--- src/rtl/ctu_jtag_seq_pkg.sv ---
// Shared encodings for the CTU JTAG sequencer: command ops, FSM states and fixed TMS walks.
package ctu_jtag_seq_pkg;

  typedef enum logic [1:0] {
    OP_RESET = 2'd0,
    OP_IR    = 2'd1,
    OP_DR    = 2'd2,
    OP_IDLE  = 2'd3
  } op_e;

  typedef enum logic [2:0] {
    ST_AUTORST = 3'd0,
    ST_IDLE    = 3'd1,
    ST_PRE     = 3'd2,
    ST_SHIFT   = 3'd3,
    ST_POST    = 3'd4,
    ST_RUN     = 3'd5
  } state_e;

  // TMS walks, bit k is the TMS value of step k
  localparam int          RST_LEN    = 6;
  localparam logic [5:0]  RST_TMS    = 6'b01_1111;
  localparam int          IR_PRE_LEN = 4;
  localparam logic [3:0]  IR_PRE_TMS = 4'b0011;
  localparam int          DR_PRE_LEN = 3;
  localparam logic [3:0]  DR_PRE_TMS = 4'b0001;
  localparam int          POST_LEN   = 2;
  localparam logic [1:0]  POST_TMS   = 2'b01;

  localparam int          STEP_W     = 3;

  function automatic logic [STEP_W-1:0] pre_last(input logic is_ir);
    return is_ir ? STEP_W'(IR_PRE_LEN - 1) : STEP_W'(DR_PRE_LEN - 1);
  endfunction

endpackage

--- src/rtl/ctu_jtag_seq_tckgen.sv ---
// TCK divider: TCK_DIV clk cycles per half-period, held low while disabled.
// Rise/fall strobes are high in the cycle whose closing clk edge moves TCK.
module ctu_jtag_seq_tckgen #(
  parameter int TCK_DIV = 2
) (
  input  logic i_clk,
  input  logic i_rst_l,
  input  logic i_en,
  output logic o_tck,
  output logic o_tck_rise,
  output logic o_tck_fall
);

  localparam int CNT_W = (TCK_DIV > 1) ? $clog2(TCK_DIV) : 1;
  localparam logic [CNT_W-1:0] CNT_LAST = CNT_W'(TCK_DIV - 1);

  logic [CNT_W-1:0] r_cnt;
  logic             r_tck;
  logic             w_half;

  assign w_half     = i_en & (r_cnt == CNT_LAST);
  assign o_tck_rise = w_half & ~r_tck;
  assign o_tck_fall = w_half & r_tck;
  assign o_tck      = r_tck;

  always_ff @(posedge i_clk) begin
    if (!i_rst_l || !i_en) begin
      r_cnt <= '0;
      r_tck <= 1'b0;
    end else if (w_half) begin
      r_cnt <= '0;
      r_tck <= ~r_tck;
    end else begin
      r_cnt <= r_cnt + CNT_W'(1);
    end
  end

endmodule

--- src/rtl/ctu_jtag_seq.sv ---
// JTAG master sequencer: RESET/IR/DR/IDLE commands become fixed TMS walks with TDI shift and TDO capture.
// Latency: step 0 drives the cycle after accept; completion (rsp_vld) at cycle 1+2*S*TCK_DIV.
// Backpressure: cmd_rdy high only while idle; capture register built when CTU_JTAG_SEQ_CAPTURE_EN is defined.
module ctu_jtag_seq
  import ctu_jtag_seq_pkg::*;
#(
  parameter int TCK_DIV = 2,
  parameter int DATA_W  = 64,
  parameter int LEN_W   = 6
) (
  input  logic              i_clk,
  input  logic              i_rst_l,
  input  logic              i_cmd_vld,
  output logic              o_cmd_rdy,
  input  logic [1:0]        i_cmd_op,
  input  logic [LEN_W-1:0]  i_cmd_len,
  input  logic [DATA_W-1:0] i_cmd_data,
  output logic              o_rsp_vld,
  output logic [DATA_W-1:0] o_rsp_data,
  output logic              o_jtag_tck,
  output logic              o_jtag_tms,
  output logic              o_jtag_tdi,
  input  logic              i_jtag_tdo
);

  state_e              r_state;
  logic                r_tck_en;
  logic                r_is_ir;
  logic                r_rsp_en;
  logic [STEP_W-1:0]   r_step;
  logic [LEN_W-1:0]    r_bit;
  logic [DATA_W-1:0]   r_data;
  logic                r_cmd_rdy;
  logic                r_rsp_vld;
  logic                r_tms;
  logic                r_tdi;

  logic                w_accept;
  logic                w_tck_rise;
  logic                w_tck_fall;
  logic                w_done;
  logic [STEP_W-1:0]   w_step_nxt;
  logic [3:0]          w_pre_pat;

  ctu_jtag_seq_tckgen #(
    .TCK_DIV (TCK_DIV)
  ) u_tckgen (
    .i_clk      (i_clk),
    .i_rst_l    (i_rst_l),
    .i_en       (r_tck_en),
    .o_tck      (o_jtag_tck),
    .o_tck_rise (w_tck_rise),
    .o_tck_fall (w_tck_fall)
  );

  assign w_accept   = r_cmd_rdy & i_cmd_vld;
  assign w_step_nxt = r_step + STEP_W'(1);
  assign w_pre_pat  = r_is_ir ? IR_PRE_TMS : DR_PRE_TMS;

  // The falling edge that closes the last step of a walk is the completion edge
  assign w_done = w_tck_fall &
                  (((r_state == ST_AUTORST) && (r_step == STEP_W'(RST_LEN - 1))) ||
                   ((r_state == ST_POST)    && (r_step == STEP_W'(POST_LEN - 1))) ||
                   ((r_state == ST_RUN)     && (r_bit == '0)));

  always_ff @(posedge i_clk) begin
    if (!i_rst_l) begin
      r_state   <= ST_AUTORST;
      r_tck_en  <= 1'b0;
      r_is_ir   <= 1'b0;
      r_rsp_en  <= 1'b0;
      r_step    <= '0;
      r_bit     <= '0;
      r_data    <= '0;
      r_cmd_rdy <= 1'b0;
      r_rsp_vld <= 1'b0;
      r_tms     <= 1'b1;
      r_tdi     <= 1'b0;
    end else begin
      r_rsp_vld <= 1'b0;
      if (w_done) begin
        r_state   <= ST_IDLE;
        r_tck_en  <= 1'b0;
        r_cmd_rdy <= 1'b1;
        r_rsp_vld <= r_rsp_en;
        r_tms     <= 1'b0;
        r_tdi     <= 1'b0;
      end else begin
        case (r_state)
          ST_IDLE: begin
            if (w_accept) begin
              r_cmd_rdy <= 1'b0;
              r_tck_en  <= 1'b1;
              r_rsp_en  <= 1'b1;
              r_step    <= '0;
              r_bit     <= i_cmd_len;
              r_data    <= i_cmd_data;
              r_is_ir   <= (op_e'(i_cmd_op) == OP_IR);
              r_tdi     <= 1'b0;
              case (op_e'(i_cmd_op))
                OP_RESET: begin
                  r_state <= ST_AUTORST;
                  r_tms   <= RST_TMS[0];
                end
                OP_IR, OP_DR: begin
                  r_state <= ST_PRE;
                  r_tms   <= 1'b1;
                end
                default: begin
                  r_state <= ST_RUN;
                  r_tms   <= 1'b0;
                end
              endcase
            end
          end
          ST_AUTORST: begin
            // First cycle out of reset only arms the divider so step 0 gets a full low phase
            if (!r_tck_en) begin
              r_tck_en <= 1'b1;
            end else if (w_tck_fall) begin
              r_step <= w_step_nxt;
              r_tms  <= RST_TMS[w_step_nxt];
            end
          end
          ST_PRE: begin
            if (w_tck_fall) begin
              if (r_step == pre_last(r_is_ir)) begin
                r_state <= ST_SHIFT;
                r_tms   <= (r_bit == '0);
                r_tdi   <= r_data[0];
                r_data  <= r_data >> 1;
              end else begin
                r_step <= w_step_nxt;
                r_tms  <= w_pre_pat[w_step_nxt[1:0]];
              end
            end
          end
          ST_SHIFT: begin
            if (w_tck_fall) begin
              if (r_bit == '0) begin
                r_state <= ST_POST;
                r_step  <= '0;
                r_tms   <= POST_TMS[0];
                r_tdi   <= 1'b0;
              end else begin
                r_bit  <= r_bit - LEN_W'(1);
                r_tms  <= (r_bit == LEN_W'(1));
                r_tdi  <= r_data[0];
                r_data <= r_data >> 1;
              end
            end
          end
          ST_POST: begin
            if (w_tck_fall) begin
              r_step <= w_step_nxt;
              r_tms  <= POST_TMS[1];
            end
          end
          ST_RUN: begin
            if (w_tck_fall) begin
              r_bit <= r_bit - LEN_W'(1);
            end
          end
          default: begin
            r_state  <= ST_AUTORST;
            r_tck_en <= 1'b0;
            r_rsp_en <= 1'b0;
            r_step   <= '0;
            r_tms    <= 1'b1;
            r_tdi    <= 1'b0;
          end
        endcase
      end
    end
  end

  assign o_cmd_rdy  = r_cmd_rdy;
  assign o_rsp_vld  = r_rsp_vld;
  assign o_jtag_tms = r_tms;
  assign o_jtag_tdi = r_tdi;

`ifdef CTU_JTAG_SEQ_CAPTURE_EN
  logic [DATA_W-1:0] r_cap;
  logic [DATA_W-1:0] r_rsp_data;
  logic [LEN_W-1:0]  r_len;
  logic [LEN_W-1:0]  w_idx;

  // Shift bit index recovered from the down-counting bit counter
  assign w_idx = r_len - r_bit;

  always_ff @(posedge i_clk) begin
    if (!i_rst_l) begin
      r_cap      <= '0;
      r_rsp_data <= '0;
      r_len      <= '0;
    end else begin
      if (w_accept) begin
        r_cap <= '0;
        r_len <= i_cmd_len;
      end else if (w_tck_rise && (r_state == ST_SHIFT)) begin
        r_cap[w_idx] <= i_jtag_tdo;
      end
      if (w_done) begin
        r_rsp_data <= (r_state == ST_POST) ? r_cap : '0;
      end
    end
  end

  assign o_rsp_data = r_rsp_data;
`else
  logic w_unused;

  assign w_unused   = ^{i_jtag_tdo, w_tck_rise};
  assign o_rsp_data = '0;
`endif

endmodule

--- config.mk ---
export PLATFORM = sky130hd
export DESIGN_NAME = ctu_jtag_seq
export DESIGN_NICKNAME = d
export VERILOG_FILES = /design/src/rtl/ctu_jtag_seq_pkg.sv /design/src/rtl/ctu_jtag_seq_tckgen.sv /design/src/rtl/ctu_jtag_seq.sv
export SDC_FILE = /design/constraint.sdc
export NUM_CORES = 1
export LEC_CHECK = 0
export ABC_CLOCK_PERIOD_IN_PS = 2340
export CAP_MARGIN = 20
export CORE_ASPECT_RATIO = 0.6
export CORE_MARGIN = 8
export CORE_UTILIZATION = 35
export CTS_CLUSTER_DIAMETER = 80
export DETAILED_ROUTE_END_ITERATION = 7
export SYNTH_ARGS = -nofsm -noshare
export SYNTH_HDL_FRONTEND = slang
export SYNTH_HIERARCHICAL = 1
export SYNTH_SLANG_ARGS = --single-unit
--- constraint.sdc ---
create_clock -name i_clk -period 2.34 [get_ports i_clk]
set_input_delay 0.468 -clock i_clk [delete_from_list [all_inputs] [get_ports i_clk]]
set_output_delay 0.468 -clock i_clk [all_outputs]
set_load 0.02 [all_outputs]
==> results of run 1 <==
placed cells by master (no fill, tap or decap), types with 3 or more instances in the layout:
cell             count
dfxtp_1             85
clkdlybuf4s50_1     79
mux2i_1             67
conb_1              64
a211oi_2            63
nor2_2              50
nor2_1              30
buf_4               23
a21oi_1             20
nand2_1             16
inv_1               11
clkbuf_16            9
nor3_1               8
buf_12               8
o21ai_0              7
ha_1                 7
nand3_1              5
a31oi_1              4
a211oi_1             4
nand4_1              3
nand2b_1             3
metal layers:
layer	wire length (µm)	share of wire [%]	vias to the layer above
met4	73	0.60	2
li1	-	-	1925
met2	5440	45	116
met3	897	7.4	6
met1	5760	47	1787
met5	10	0.082	-
per-stage QoR:
| step | cells | util, % | setup slack (ns) |
|---|---|---|---|
| final | 816 | 43.6 | 0.106 |
| after global routing | 816 | 43.6 | 0.00375 |
| after CTS | 816 | 43.6 | 0.129 |
| after detailed placement | 800 | 41.7 | 0.0515 |
| after global placement | 800 | 41.7 | 0.0706 |
| after floorplan | 596 | - | 0.322 |
state kept, by name, indices dropped and copies added, names as in the netlist:
| name | count |
|---|---|
| r_data | 64 |
| r_bit | 6 |
| r_state | 3 |
| r_step | 3 |
| o_cmd_rdy | 1 |
| o_jtag_tdi | 1 |
| o_jtag_tms | 1 |
| o_rsp_vld | 1 |
| r_is_ir | 1 |
| r_rsp_en | 1 |
| r_tck_en | 1 |
| u_tckgen/o_tck | 1 |
| u_tckgen/r_cnt | 1 |
cell type report:
class	instances	area [µm²]	share of cell area (%)
Timing Repair Buffer	110	1120	17.6
Clock buffer	10	239	3.74
Tap cell	198	248	3.88
Inverter	13	50.0	0.784
Clock inverter	6	46.3	0.725
Multi-Input combinational cell	394	2980	46.6
Sequential cell	85	1700	26.6
worst max-delay path by stage:
stage | from | cells after the start | end
after floorplan | r_step[0] | 9 | r_data[49]
after global placement | i_cmd_vld | 8 | r_data[9]
after detailed placement | i_cmd_vld | 8 | r_data[7]
after CTS | r_bit[0] | 9 | r_data[7]
after global routing | r_step[0] | 8 | r_step[2]
final | r_step[0] | 8 | r_step[2]
timing repair:
action | 4_1_cts | 5_1_grt
endpoints found under the hold margin | 0 | 0
setup endpoints to repair | 0 | 3
resized for setup | 0 | 2
power groups by stage:
| stage | registers, mW | clock network, mW | logic, mW |
|---|---|---|---|
| final | 1.45 | 1.36 | 0.336 |
| after global routing | 1.45 | 1.46 | 0.362 |
| after CTS | 1.45 | 1.41 | 0.334 |
| after global placement | 1.49 | 0 | 0.329 |
| after detailed placement | 1.49 | 0 | 0.332 |
| after floorplan | 1.49 | 0 | 0.252 |
critical path, stage by stage, from the launching register on:
cell and delay [ns]:
dfxtp_1 0.39, inv_1 0.10, ha_1 0.31, nor3b_4 0.21, buf_4 0.16, nor2_1 0.04, nor3_1 0.39, and3b_4 0.29
a32o_1 0.24
==> impl_metrics.csv, run 1 <==
group,metric,value,unit
drt,drc,0,
cts,numCtsBuffers,9,
power,p_seq_share,46.2,%
power,leakagePower,2.66,nW
min_path,min_to,"r_bit[5]",
sta,finalHoldViolCount,0,
setup_path,start_kind,"register",
cts,cts_buffer_depth,2,
power,pwr-share-clk,43.1,%
finish,num-nets-final,696,
sta,setup_tns,0,ns
min_path,min_path_cells,2,
die,initial_core_util,36.1,%
cts,cts_tree,"yes",
global_routing,busiest_layer,"met2",
drt,ant_nets,0,
power,pwr_density_cell,493,nW/µm²
sta,timing.fmax,448,MHz
drt,drt-initial-drc-count,235,
die,die_width,175,µm
finish,fillCellCount,1416,
cts,insertion_delay,0.33,ns
power,pwr-share-comb,10.7,%
die,fp.dieH,111,µm
cts,cts-htree-levels,3,
min_path,hold_path.startpoint,"r_bit[5]",
power,vdd_drop_max,315,µV
drt,wl_per_cell,14.9,µm
sta,setup_viol,0,
global_routing,grtUsageMet3,4.05,%
cts,clock_sinks,85,
finish,area_delta_synth_final,20.8,%
setup_path,worst_ep_arrival_time,2.46,ns
power,p_sw_share,25.3,%
setup_path,r2r_cells,8,
run_status,outcome,"finished clean",
power,finalPower,3.15,mW
global_routing,overflow,0,
die,num_io_pins,145,
drt,via_count,3836,
placement,dp_hpwl,9170,µm
setup_path,r2r_start,"r_step[0]",
finish,antenna_cells,0,
drt,drt-total-wl,12200,µm
power,switching_power,0.797,mW
min_path,hp-class,"register to register",
global_routing,grt_usage,12.5,%
die,fp-row-count,34,
yosys,synth-warning-count,6,
cts,cts_root_buffer,"clkbuf_16",
sta,rsz0062_at_grt,"no",
run,cap_violations,0,
setup_path,r2r_slack,0.11,ns
sta,whs,0.459,ns
setup_path,cp-end-kind,"register",
sta,drv_slew,0,
yosys,synth.avg_cell_area,9.92,µm²
drt,vias_per_cell,4.70,
placement,placed_area,6100,µm²
placement,io_buffer_count,79,
setup_path,timing.rr.end,"r_step[2]",
finish,drive_above_1_share,27.8,%
cts,postCtsSetupBuffers,0,
power,p_int,2.35,mW
die,coreArea,14600,µm²
sta,finClkSkew,0.00806,ns
yosys,syn_area,5290,µm²
setup_path,critPathMaxFanout,4,
setup_path,required,2.56,ns
global_routing,globalRouteMet1Util,16.7,%
global_routing,antenna_found_initial,1,
setup_path,critPathKind,"register to register",
die,dieArea,19400,µm²
global_routing,grt_pass1_wl,20000,µm
finish,stdcell_area,6390,µm²
global_routing,grt_start_max_net_pins,46,
cts,ctsHoldBuffers,0,
yosys,postSynthCellCount,533,
placement,gp_congestion,0.873,
global_routing,grt_pass1_vias,3865,
cts,path_clk_slew,0.06,ns
drt,drt_first_pass_iters,5,
sta,finalCritPeriodShare,95.5,%
global_routing,use_met2,19.1,%
sta,fin_crit,2.23,ns
Power figures use the tool's default switching activity.
==> run 2, diff against run 1 <==
Settings changed: CORE_MARGIN 8 to 1.5.
==> impl_metrics.csv, run 2 (synthesis gave the netlist of run 1 again) <==
group,metric,value,unit
power,vdd_drop_max,309,µV
setup_path,required,2.60,ns
drt,drc,0,
die,num_io_pins,145,
drt,drt-total-wl,10900,µm
setup_path,worst_ep_arrival_time,2.46,ns
setup_path,critPathKind,"register to register",
drt,vias_per_cell,4.67,
cts,ctsHoldBuffers,0,
min_path,hp-class,"register to register",
cts,cts_tree,"yes",
power,p_sw_share,22.6,%
finish,final_cell_mix,"85 x dfxtp_1, 79 x clkdlybuf4s50_1, 67 x mux2i_1",
min_path,min_path_cells,1,
placement,dp_hpwl,7970,µm
finish,largest-register,"r_data",
die,die_width,162,µm
placement,gp_congestion,0.819,
setup_path,r2r_start,"r_bit[0]",
placement,io_buffer_count,79,
sta,timing.fmax,454,MHz
drt,wl_per_cell,13.4,µm
sta,max-slew-margin-rel,61.9,%
global_routing,overflow,0,
drt,drt_first_pass_iters,4,
setup_path,r2r_slack,0.14,ns
finish,largest_reg_flops,64,
power,pwr_density_cell,532,nW/µm²
sta,fin_crit,2.20,ns
setup_path,max_stage_delay,0.46,ns
sta,worst_pin_slew,0.571,ns
cts,path_clk_slew,0.06,ns
global_routing,grt_pass1_wl,17700,µm
power,pwr-share-clk,48.2,%
power,switching_power,0.782,mW
die,dieArea,15900,µm²
die,coreArea,14600,µm²
power,p_int,2.67,mW
die,fp.dieH,98.2,µm
sta,rsz0062_at_grt,"no",
sta,finalHoldViolCount,0,
min_path,min_to,"u_tckgen/r_cnt",
sta,finClkSkew,0.00773,ns
setup_path,cp_num_buf_inv,1,
run,cap_violations,0,
cts,cts_root_buffer,"clkbuf_16",
setup_path,r2r_cells,7,
sta,drv_slew,0,
drt,ant_nets,0,
finish,final_common_cell,"dfxtp_1",
power,p_seq_share,42.1,%
cts,cts_buffer_depth,2,
power,leakagePower,2.71,nW
die,fp-row-count,34,
setup_path,start_kind,"register",
setup_path,crit_path_top_delay_cell,"or3b_4",
sta,setup_viol,0,
finish,area_delta_synth_final,22.7,%
finish,drive_above_1_share,27.7,%
finish,fin_util,44.3,%
finish,num-nets-final,696,
cts,insertion_delay,0.33,ns
setup_path,critPathMaxFanout,6,
run_status,outcome,"finished clean",
cts,cts-htree-levels,3,
finish,reg_top3,"r_data x64, r_bit x6",
global_routing,grt_usage,13.9,%
cts,numCtsBuffers,9,
setup_path,path_cells,"inv_1, ha_1, or3b_4, nor3_4, nor3_1, and3b_4, mux2i_1",
sta,setup_tns,0,ns
cts,clock_sinks,85,
setup_path,critical-path-top-delay-family,"simple AND/OR/NAND/NOR gates",
global_routing,grt_start_max_net_pins,39,
min_path,hold_path.startpoint,"u_tckgen/r_cnt",
finish,antenna_cells,0,
setup_path,cp-end-kind,"register",
global_routing,antenna_found_initial,1,
sta,finalCritPeriodShare,94.1,%
setup_path,timing.rr.end,"r_step[1]",
drt,drt-initial-drc-count,143,
power,pwr-share-comb,9.7,%
die,initial_core_util,36.1,%
global_routing,grt_pass1_vias,3551,
drt,via_count,3813,
## run 2: power by group through the flow
stage / sequential, mW / combinational [mW] / clock (mW)
5_1_grt: 1.45 / 0.359 / 1.77
2_1_floorplan: 1.49 / 0.252 / 0
3_5_place_dp: 1.49 / 0.332 / 0
3_3_place_gp: 1.49 / 0.331 / 0
6_report: 1.45 / 0.334 / 1.67
4_1_cts: 1.45 / 0.335 / 1.72
## run 2: worst max-delay path by stage
stage / to / slack [ns] / cells after the start / startpoint
after global placement: r_data[54] / 0.08 / 8 / i_cmd_vld
final: r_step[1] / 0.14 / 7 / r_bit[0]
after detailed placement: r_data[3] / 0.06 / 8 / i_cmd_vld
after CTS: r_step[1] / 0.1 / 7 / r_bit[0]
after floorplan: r_data[49] / 0.32 / 9 / r_step[0]
after global routing: r_data[6] / 0.02 / 9 / r_step[0]
## run 2: layout make-up
class                           instances  area, µm²
Multi-Input combinational cell        394       2980
Tap cell                              198        248
Clock inverter                          5        108
Fill cell                            1388       8150
Sequential cell                        85       1700
Inverter                               13       50.0
Clock buffer                           11        243
Timing Repair Buffer                  110       1160
## run 2: stage by stage
step           cell area, µm²  setup slack, ns  power (mW)  cells  hold slack [ns]
4_1_cts                  6480           0.0963        3.51    815            0.456
2_1_floorplan            5520            0.322        1.74    596            0.422
3_3_place_gp             6130           0.0800        1.82    799            0.434
5_1_grt                  6490           0.0186        3.59    816            0.471
3_5_place_dp             6130           0.0586        1.82    799            0.447
6_report                 6490            0.137        3.45    816            0.454
## run 2: per-layer routing
layer / track usage, % / wire, µm
met1: 20.0 / 5560
met3: 4.21 / 692
met5: 0 / 12
met4: 3.60 / 65
met2: 20.0 / 4580
## run 2: repair_timing
action                                  4_1_cts  5_1_grt
endpoints found under the setup margin        0       27
buffers inserted                              0        1
endpoints found under the hold margin         0        0
resized for setup                             0        1
